$ cat config.mk
export PLATFORM = sky130hd
export DESIGN_NAME = keypad_event_scanner
export DESIGN_NICKNAME = d
export VERILOG_FILES = /design/src/rtl/keypad_event_scanner.sv
export SDC_FILE = /design/constraint.sdc
export NUM_CORES = 1
export LEC_CHECK = 0
export ABC_AREA = 0
export BUFFER_PORTS_ARGS = -buffer_cell sky130_fd_sc_hd__buf_2
export CORE_ASPECT_RATIO = 0.7
export CORE_MARGIN = 2
export CORE_UTILIZATION = 60
export DETAILED_ROUTE_END_ITERATION = 12
export MAX_ROUTING_LAYER = met4
export PLACE_DENSITY = 0.79
export SLEW_MARGIN = 30
export SYNTH_ARGS = -nofsm -noshare
export SYNTH_HDL_FRONTEND = slang
export SYNTH_SLANG_ARGS = --single-unit
$ cat constraint.sdc
create_clock -name HCLK -period 4.7 [get_ports HCLK]
set_clock_uncertainty 0.05 [all_clocks]
set_input_delay 0.235 -clock HCLK [delete_from_list [all_inputs] [get_ports HCLK]]
set_output_delay 0.235 -clock HCLK [all_outputs]
set_load 0.05 [all_outputs]
$ cat src/rtl/keypad_event_scanner.sv
// rtl/keypad_event_scanner.sv - 4x4 key matrix scanner with frame debounce and press/release event FIFO
// Optional build macro KEYPAD_GHOST_REJECT_EN discards frames showing 3 or more pressed keys.
module keypad_event_scanner #(
  parameter int SCAN_DIV   = 50000,
  parameter int DEB_SCANS  = 4,
  parameter int FIFO_DEPTH = 8
) (
  input  logic       HCLK,
  input  logic       HRESET,
  input  logic [3:0] col,
  output logic [3:0] row,
  input  logic       evt_pop,
  output logic       evt_valid,
  output logic [4:0] evt_code,
  output logic [5:0] evt_count,
  output logic       overflow,
  input  logic       ovf_clr,
  output logic       key_irq
);
  localparam int DW = (SCAN_DIV > 1) ? $clog2(SCAN_DIV) : 1;
  localparam int PW = (FIFO_DEPTH > 1) ? $clog2(FIFO_DEPTH) : 1;
  localparam logic [DW-1:0] DIV_LAST = DW'(SCAN_DIV - 1);
  localparam logic [3:0] DEB_MAX = 4'(DEB_SCANS);
  localparam logic [5:0] DEPTH = 6'(FIFO_DEPTH);

  typedef enum logic {SCAN, EMIT} state_t;
  state_t state, state_nxt;

  logic [3:0]    col_s1, col_s2;
  logic          run;
  logic [DW-1:0] div;
  logic [1:0]    r;
  logic [11:0]   frame;
  logic [15:0]   committed, candidate, frame_full, cand_nxt, diff;
  logic [3:0]    stable, stable_nxt, emit_idx;
  logic          frame_end, ghost, commit_go, emit_last;
  logic          push, pop_ok, push_ok, drop;
  logic [4:0]    push_code;
  logic [4:0]    mem [FIFO_DEPTH];
  logic [PW-1:0] wr_ptr, rd_ptr;

  always_ff @(posedge HCLK or posedge HRESET) begin
    if (HRESET) begin
      col_s1 <= 4'hF;
      col_s2 <= 4'hF;
    end else begin
      col_s1 <= col;
      col_s2 <= col_s1;
    end
  end

  // run holds rows released until the first cycle after reset, so slot 0 starts there
  assign row        = run ? ~(4'b0001 << r) : 4'hF;
  assign frame_end  = run && (state == SCAN) && (div == DIV_LAST) && (r == 2'd3);
  assign frame_full = {~col_s2, frame};

`ifdef KEYPAD_GHOST_REJECT_EN
  logic [4:0] pressed;
  always_comb begin
    pressed = '0;
    for (int k = 0; k < 16; k++) pressed = pressed + 5'(frame_full[k]);
  end
  assign ghost = (pressed >= 5'd3);
`else
  assign ghost = 1'b0;
`endif

  always_comb begin
    cand_nxt   = candidate;
    stable_nxt = stable;
    if (ghost) begin
      stable_nxt = '0;
    end else if (frame_full != candidate) begin
      cand_nxt   = frame_full;
      stable_nxt = 4'd1;
    end else if (stable != DEB_MAX) begin
      stable_nxt = stable + 4'd1;
    end
  end

  assign commit_go = frame_end && !ghost && (stable_nxt == DEB_MAX) && (cand_nxt != committed);

  // lowest differing key goes first, giving ascending-index event order
  assign diff = committed ^ candidate;
  always_comb begin
    emit_idx = 4'd0;
    for (int k = 15; k >= 0; k--) if (diff[k]) emit_idx = 4'(k);
  end
  assign emit_last = ((diff & (diff - 16'd1)) == 16'd0);

  always_ff @(posedge HCLK or posedge HRESET) begin
    if (HRESET) state <= SCAN;
    else        state <= state_nxt;
  end

  always_comb begin
    state_nxt = state;
    case (state)
      SCAN:    if (commit_go) state_nxt = EMIT;
      EMIT:    if (emit_last) state_nxt = SCAN;
      default: state_nxt = SCAN;
    endcase
  end

  always_comb begin
    push      = 1'b0;
    push_code = 5'h00;
    if (state == EMIT && diff != 16'h0) begin
      push      = 1'b1;
      push_code = {candidate[emit_idx], emit_idx};
    end
  end

  always_ff @(posedge HCLK or posedge HRESET) begin
    if (HRESET) begin
      run       <= 1'b0;
      div       <= '0;
      r         <= 2'd0;
      frame     <= '0;
      candidate <= '0;
      stable    <= '0;
      committed <= '0;
    end else begin
      if (!run) begin
        run <= 1'b1;
      end else if (state == SCAN) begin
        if (div == DIV_LAST) begin
          div <= '0;
          r   <= r + 2'd1;
          case (r)
            2'd0:    frame[3:0]  <= ~col_s2;
            2'd1:    frame[7:4]  <= ~col_s2;
            2'd2:    frame[11:8] <= ~col_s2;
            default: ;
          endcase
        end else begin
          div <= div + DW'(1);
        end
      end
      if (frame_end) begin
        candidate <= cand_nxt;
        stable    <= stable_nxt;
      end
      // committed tracks every emitted change even if the FIFO drops it
      if (push) committed[emit_idx] <= candidate[emit_idx];
    end
  end

  assign evt_valid = (evt_count != 6'd0);
  assign pop_ok    = evt_pop && evt_valid;
  assign push_ok   = push && ((evt_count < DEPTH) || pop_ok);
  assign drop      = push && !push_ok;
  assign evt_code  = evt_valid ? mem[rd_ptr] : 5'h00;

  always_ff @(posedge HCLK) begin
    if (push_ok) mem[wr_ptr] <= push_code;
  end

  always_ff @(posedge HCLK or posedge HRESET) begin
    if (HRESET) begin
      wr_ptr    <= '0;
      rd_ptr    <= '0;
      evt_count <= 6'd0;
      overflow  <= 1'b0;
      key_irq   <= 1'b0;
    end else begin
      if (push_ok) wr_ptr <= wr_ptr + PW'(1);
      if (pop_ok)  rd_ptr <= rd_ptr + PW'(1);
      case ({push_ok, pop_ok})
        2'b10:   evt_count <= evt_count + 6'd1;
        2'b01:   evt_count <= evt_count - 6'd1;
        default: ;
      endcase
      if (drop)         overflow <= 1'b1;
      else if (ovf_clr) overflow <= 1'b0;
      key_irq <= evt_valid;
    end
  end

endmodule
# Yosys cells after proc, flatten, opt, wreduce, memory -nomap -nowiden
# Memories as Yosys holds them, arrays and structs flattened.
# Cells that the tools add are included.
[totals]
ramBits = 40
output_inout_bits = 18
mem_count = 1
register_bits = 90
input_bits = 8
[mem_list]
columns = ["memory", "depth", "word_bits", "read_ports", "rd_clocked_by_memory_dff", "write_ports", "line", "source"]
rows = [
  ["mem", 8, 5, 1, 0, 1, "39", "logic [4:0] mem [FIFO_DEPTH];"],
]
[op_classes]
bitwise = 5
shifts = 1
n_lt_le_gt_ge = 3
eq_ne = 10
reduce_logical = 23
addsub = 8
n_mux = 37
[op_table]
columns = ["operator", "n"]
rows = [
  ["4-bit two-way mux", 19],
  ["16-bit two-way mux", 2],
  ["16-bit != test", 2],
  ["16-bit by 1-bit adder with 16-bit output, second input constant", 1],
  ["16-bit AND", 1],
  ["16-bit bitwise mux", 1],
  ["16-bit == test, second input constant", 1],
  ["16-bit logical NOT", 1],
  ["16-bit nonzero test", 1],
  ["16-bit by 1-bit subtractor with 16-bit output, second input constant", 1],
  ["16-bit bitwise XOR", 1],
  ["6-bit case mux with 2 select lines", 1],
  ["4-bit AND reduction", 3],
  ["1-bit logical AND", 10],
  ["5-bit two-way mux", 2],
  ["1-bit two-way mux", 9],
  ["4-bit NOT", 2],
  ["3-bit by 1-bit adder with 3-bit output, second input constant", 2],
  ["6-bit by 1-bit adder with 6-bit output, second input constant", 1],
  ["2-bit == test, second input constant", 3],
  ["6-bit by 4-bit less-than comparator with 1-bit output, second input constant", 1],
  ["6-bit nonzero test", 1],
  ["6-bit by 1-bit subtractor with 6-bit output, second input constant", 1],
  ["4-bit by 5-bit less-than comparator with 1-bit output, second input constant", 1],
  ["other kinds (17)", 19],
]

# Depth between registers and ports, before layout
[logic_depth]
word_depth = 22
depth_mapped = 13

# Worst setup path before layout
# OpenSTA, ideal clock, no wires.
[synth_timing]
kind = "flip-flop to flip-flop"
start = "reg evt_count[0]"
end = "reg evt_count[5]"
required_ns = 4.509
n_path_buf = 1
path_stages_with_launch = 14
setup_slack_ns = 1.378
period_less_slack_ns = 3.322
arrival_time_ns = 3.131
cell_sequence = "dfrtp_1 -> nor3_1 -> and2_1 -> clkbuf_1 -> inv_1 -> nand2_1 -> nor2_2 -> ha_1 -> a21o_1 -> a21oi_1 -> o21bai_1 -> a21oi_1 -> mux2i_1 -> xnor2_1"
[synth_between]
elab_chain_len = 6
[synth_rtl]
columns = ["item", "line", "source"]
rows = [
  ["from (decl)", "15", "output logic [5:0] evt_count,"],
  ["from (signal assigned)", "170", "2'b10: evt_count <= evt_count + 6'd1;"],
  ["from (signal assigned)", "171", "2'b01: evt_count <= evt_count - 6'd1;"],
  ["6-bit nonzero test *", "149", "assign evt_valid = (evt_count != 6'd0);"],
  ["net evt_valid", "13", "output logic evt_valid,"],
  ["1-bit logical AND *", "150", "assign pop_ok = evt_pop && evt_valid;"],
  ["1-bit logical OR", "151", "assign push_ok = push && ((evt_count < DEPTH) || pop_ok);"],
  ["1-bit logical AND", "151", ""],
  ["2-bit by 1-bit == test with 1-bit output or 2-bit == test (tied branches)", "169", "case ({push_ok, pop_ok})"],
  ["6-bit case mux with 2 select lines or 2-bit nonzero test (tied branches)", "--", ""],
]
# The timed path passes the listed nets; every way through them passes the cells marked *.
# A chain may end at the register's enable or synchronous reset.

# Final worst setup path
[layout_timing]
start = "reg candidate[6]"
end = "reg evt_count[5]"
[layout_between]
elab_chain_len = 7
[layout_rtl]
columns = ["item", "line", "source"]
rows = [
  ["from (decl)", "34", "logic [15:0] committed, candidate, frame_full, cand_nxt, diff;"],
  ["from (signal assigned)", "141", "candidate <= cand_nxt;"],
  ["16-bit bitwise XOR *", "84", "assign diff = committed ^ candidate;"],
  ["16-bit nonzero test *", "108", "if (state == EMIT && diff != 16'h0) begin"],
  ["1-bit logical AND *", "108", ""],
  ["1-bit two-way mux *", "108", ""],
  ["1-bit logical AND *", "151", ""],
  ["2-bit by 1-bit == test with 1-bit output or 2-bit == test (tied branches)", "169", ""],
  ["6-bit case mux with 2 select lines or 2-bit nonzero test (tied branches)", "--", ""],
]
# Every way passes the cells marked *; elsewhere a longest branch is shown, timed or not.

==> metrics.txt <==
Root Driver=clkbuf_16; Core Region=0.0111 sq mm; nets@finish=647; H-Tree Depth=4; post-route insts no fill=791; CTS Sinks=130; maximum clock frequency=266 MHz; post-route setup slack=0.941 ns; Port Buf Inserts=25; GRT Util Overall=28.5%; area of the multi-input gates=0.00321 sq mm; fin crit share=80.0%; number of flops mapped to enable cells by yosys=40; crit path DAT=4.03 ns; max incr delay on CP=0.45 ns; max-slew violation count=0; Placer Congestion=0.987; Synth-to-Final Area Change=12.7%; row cnt=32; syn nets=612; Max clock buf depth=2; Pleak=3.26 nW; CP Data Required Time=4.97 ns; PwrDens=425 mW/mm^2; Post-route DRC=0; Setup TNS=0 ns; DP Worst Slack=1.08 ns; layout cells sized above 1=21.2%; met1 Use GR=40.3%; Worst Tran Pin Value=0.967 ns; crit end category=flop; Setup crit start kind=flop; r2r setup slk=0.94 ns; CTS resizes=0; Hold-fix buffers, CTS=6; top_reg_cell synth=dfrtp_1; max_slew headroom=35.0%; peak supply drop=0.345 mV; Yosys top cell by area=dfrtp_1; Avg WL per Cell=20.2 um; worst-path cell chain=xnor2_1 > nand4_1 > nor2_1 > a31oi_1 > nor2_2 > ha_1 > a21o_1 > a21oi_1 > o21bai_1 > a21oi_1 > mux2i_1 > xnor2_1; post-layout min period=3.76 ns; area fraction of the dominant cell type after synthesis=30.0%; largest net degree at the start of global routing=47; Mean Syn Cell Area=11.6 sq um; IO Count=26; YS warnings=0; first-pass GRT wire length=25700 um; Synth area leaders=dfrtp_1 30%, edfxtp_1 18%, xnor2_1 6.7%, mux2_2 4.9%, xor2_1 3.5%; TritonCTS clock tree=done; Async SR Flop Fraction=69.2%; status=complete, no violations; DP HPWL=11600 um; drt first-iter violations=484; Hold Path Class=in -> reg; Die H=93.3 um; placed cell count=753; Max Cap Viol=0; family with the most delay on the worst path=simple AND/OR/NAND/NOR gates; Filler Cell Count=778; first-pass detailed-route iteration total=7; Post-Syn Instances=590; GRT Residual Overflow=0; Worst Path Max Fanout=8; CTS clk-pin slew, worst paths=0.06 ns; overall routed net length=16000 um; CP Buf/Inv Count=0; post-synthesis cell area=0.00684 sq mm; Chip Width=132 um; Vias=4842; via-per-instance ratio=6.12; remaining antenna violation count=0; # diodes=0; #FFs+latches synth=130; Seq. cell area=0.00346 sq mm; busiest grt layer=met2; clock latency on the worst-skew pair=0.41 ns; unrepaired setup endpoints after global routing=no; critical path type=reg -> reg; # setup viols final=0; GR Layer Usage met2=41.6%; sequential element share of the synthesized area=50.7%; Die ar.=0.0123 sq mm; vias in the first global route=4663; met3 Usage GRT=6.72%; Critical Path Slowest Stage Cell=dfrtp_1; Hold Vio Cnt, Final=0; Num CTS Buffers=17; synth unique cells=71; Initial Util=61.9%; post-CTS setup buffer count=0; initial antenna violation count=0
## cell type report
cell class,count,share of cell area [%]
Inverter,19,0.942
Sequential cell,130,45.0
Timing Repair Buffer,33,2.60
Clock buffer,19,5.62
Tap cell,153,2.49
Clock inverter,13,1.74
Multi-Input combinational cell,424,41.6
## where the power goes
part / switching (mW) / total, mW / internal (mW)
Sequential: 0.131 / 1.36 / 1.23
Clock: 0.484 / 1.26 / 0.779
Combinational: 0.378 / 0.647 / 0.270
Total: 0.992 / 3.27 / 2.28
## flip-flops by register name, summed over array words and instances (netlist names)
signal	cells
committed	16
div	16
col_s1	4
r	2
run	1
mem	40
candidate	16
rd_ptr	3
stable	4
wr_ptr	3
key_irq	1
col_s2	4
overflow	1
state	1
frame	12
evt_count	6
## layer usage
layer | part of all wire [%] | vias to the layer above
met5 | 0 | -
li1 | - | 2194
met2 | 44 | 245
met3 | 8.6 | 38
met1 | 45 | 2365
met4 | 1.7 | 0
## worst paths after layout
path,from,to,cells past startpoint
max reg2reg,candidate[6],evt_count[5],12
max,candidate[6],evt_count[5],12
min,evt_pop,rd_ptr[2],3
min reg2reg,col_s1[0],col_s2[0],0
min in group asynchronous,HRESET,div[11],3
max in group asynchronous,HRESET,frame[7],4
## metrics by stage
step | cell area [sq um] | utilization [%] | hold WS [ns] | total power, mW
floorplan | 6840 | - | 0.189 | 1.88
global placement | 7070 | 64.0 | 0.291 | 1.99
detailed placement | 7070 | 64.0 | 0.291 | 2.02
CTS | 7700 | 69.7 | 0.0624 | 3.29
global route | 7700 | 69.7 | 0.0770 | 3.39
finish | 7700 | 69.7 | 0.0612 | 3.27
## placed cells by master (no fill, tap or decap), types with 18 or more instances in the layout
cell type  synthesis  layout
buf_2              0      25
xor2_1            27      27
inv_1             19      18
nand2_1           54      54
dfrtp_1           82      82
xnor2_1           52      52
edfxtp_1          40      40
o21ai_0           35      35
nor2_1            48      48
nand3_1           22      22
mux2_2            30      30
## cell usage after synthesis (7+ instances only)
cell,count
a21oi_1,13
clkbuf_1,8
dfrtp_1,82
dfstp_2,8
edfxtp_1,40
ha_1,13
inv_1,19
mux2_2,30
mux2i_1,9
mux4_2,10
nand2_1,54
nand3_1,22
nand4_1,13
nor2_1,48
nor3_1,12
o211ai_1,7
o21ai_0,35
xnor2_1,52
xor2_1,27
## cell families after synthesis
family	share of synthesized area [%]
buffers and inverters	2.49
adders and majority gates	2.97
other	0.0549
and+or+nand+nor	12.8
AOI/OAI and AO/OA	9.59
muxes	10.2
DFF	50.7
xor gates and xnor gates	11.2
## worst register-to-register path: cells and delay by family (launching register included)
family	cells	cell delay (ns)
multiplexers	1	0.25
flip-flops	1	0.45
AO/OA/AOI/OAI	5	0.96
XOR/XNOR	2	0.52
AND/OR/NAND/NOR	3	1.13
adder cells (fa/ha/maj)	1	0.31
Note: power is estimated with default switching activity, not from simulation.
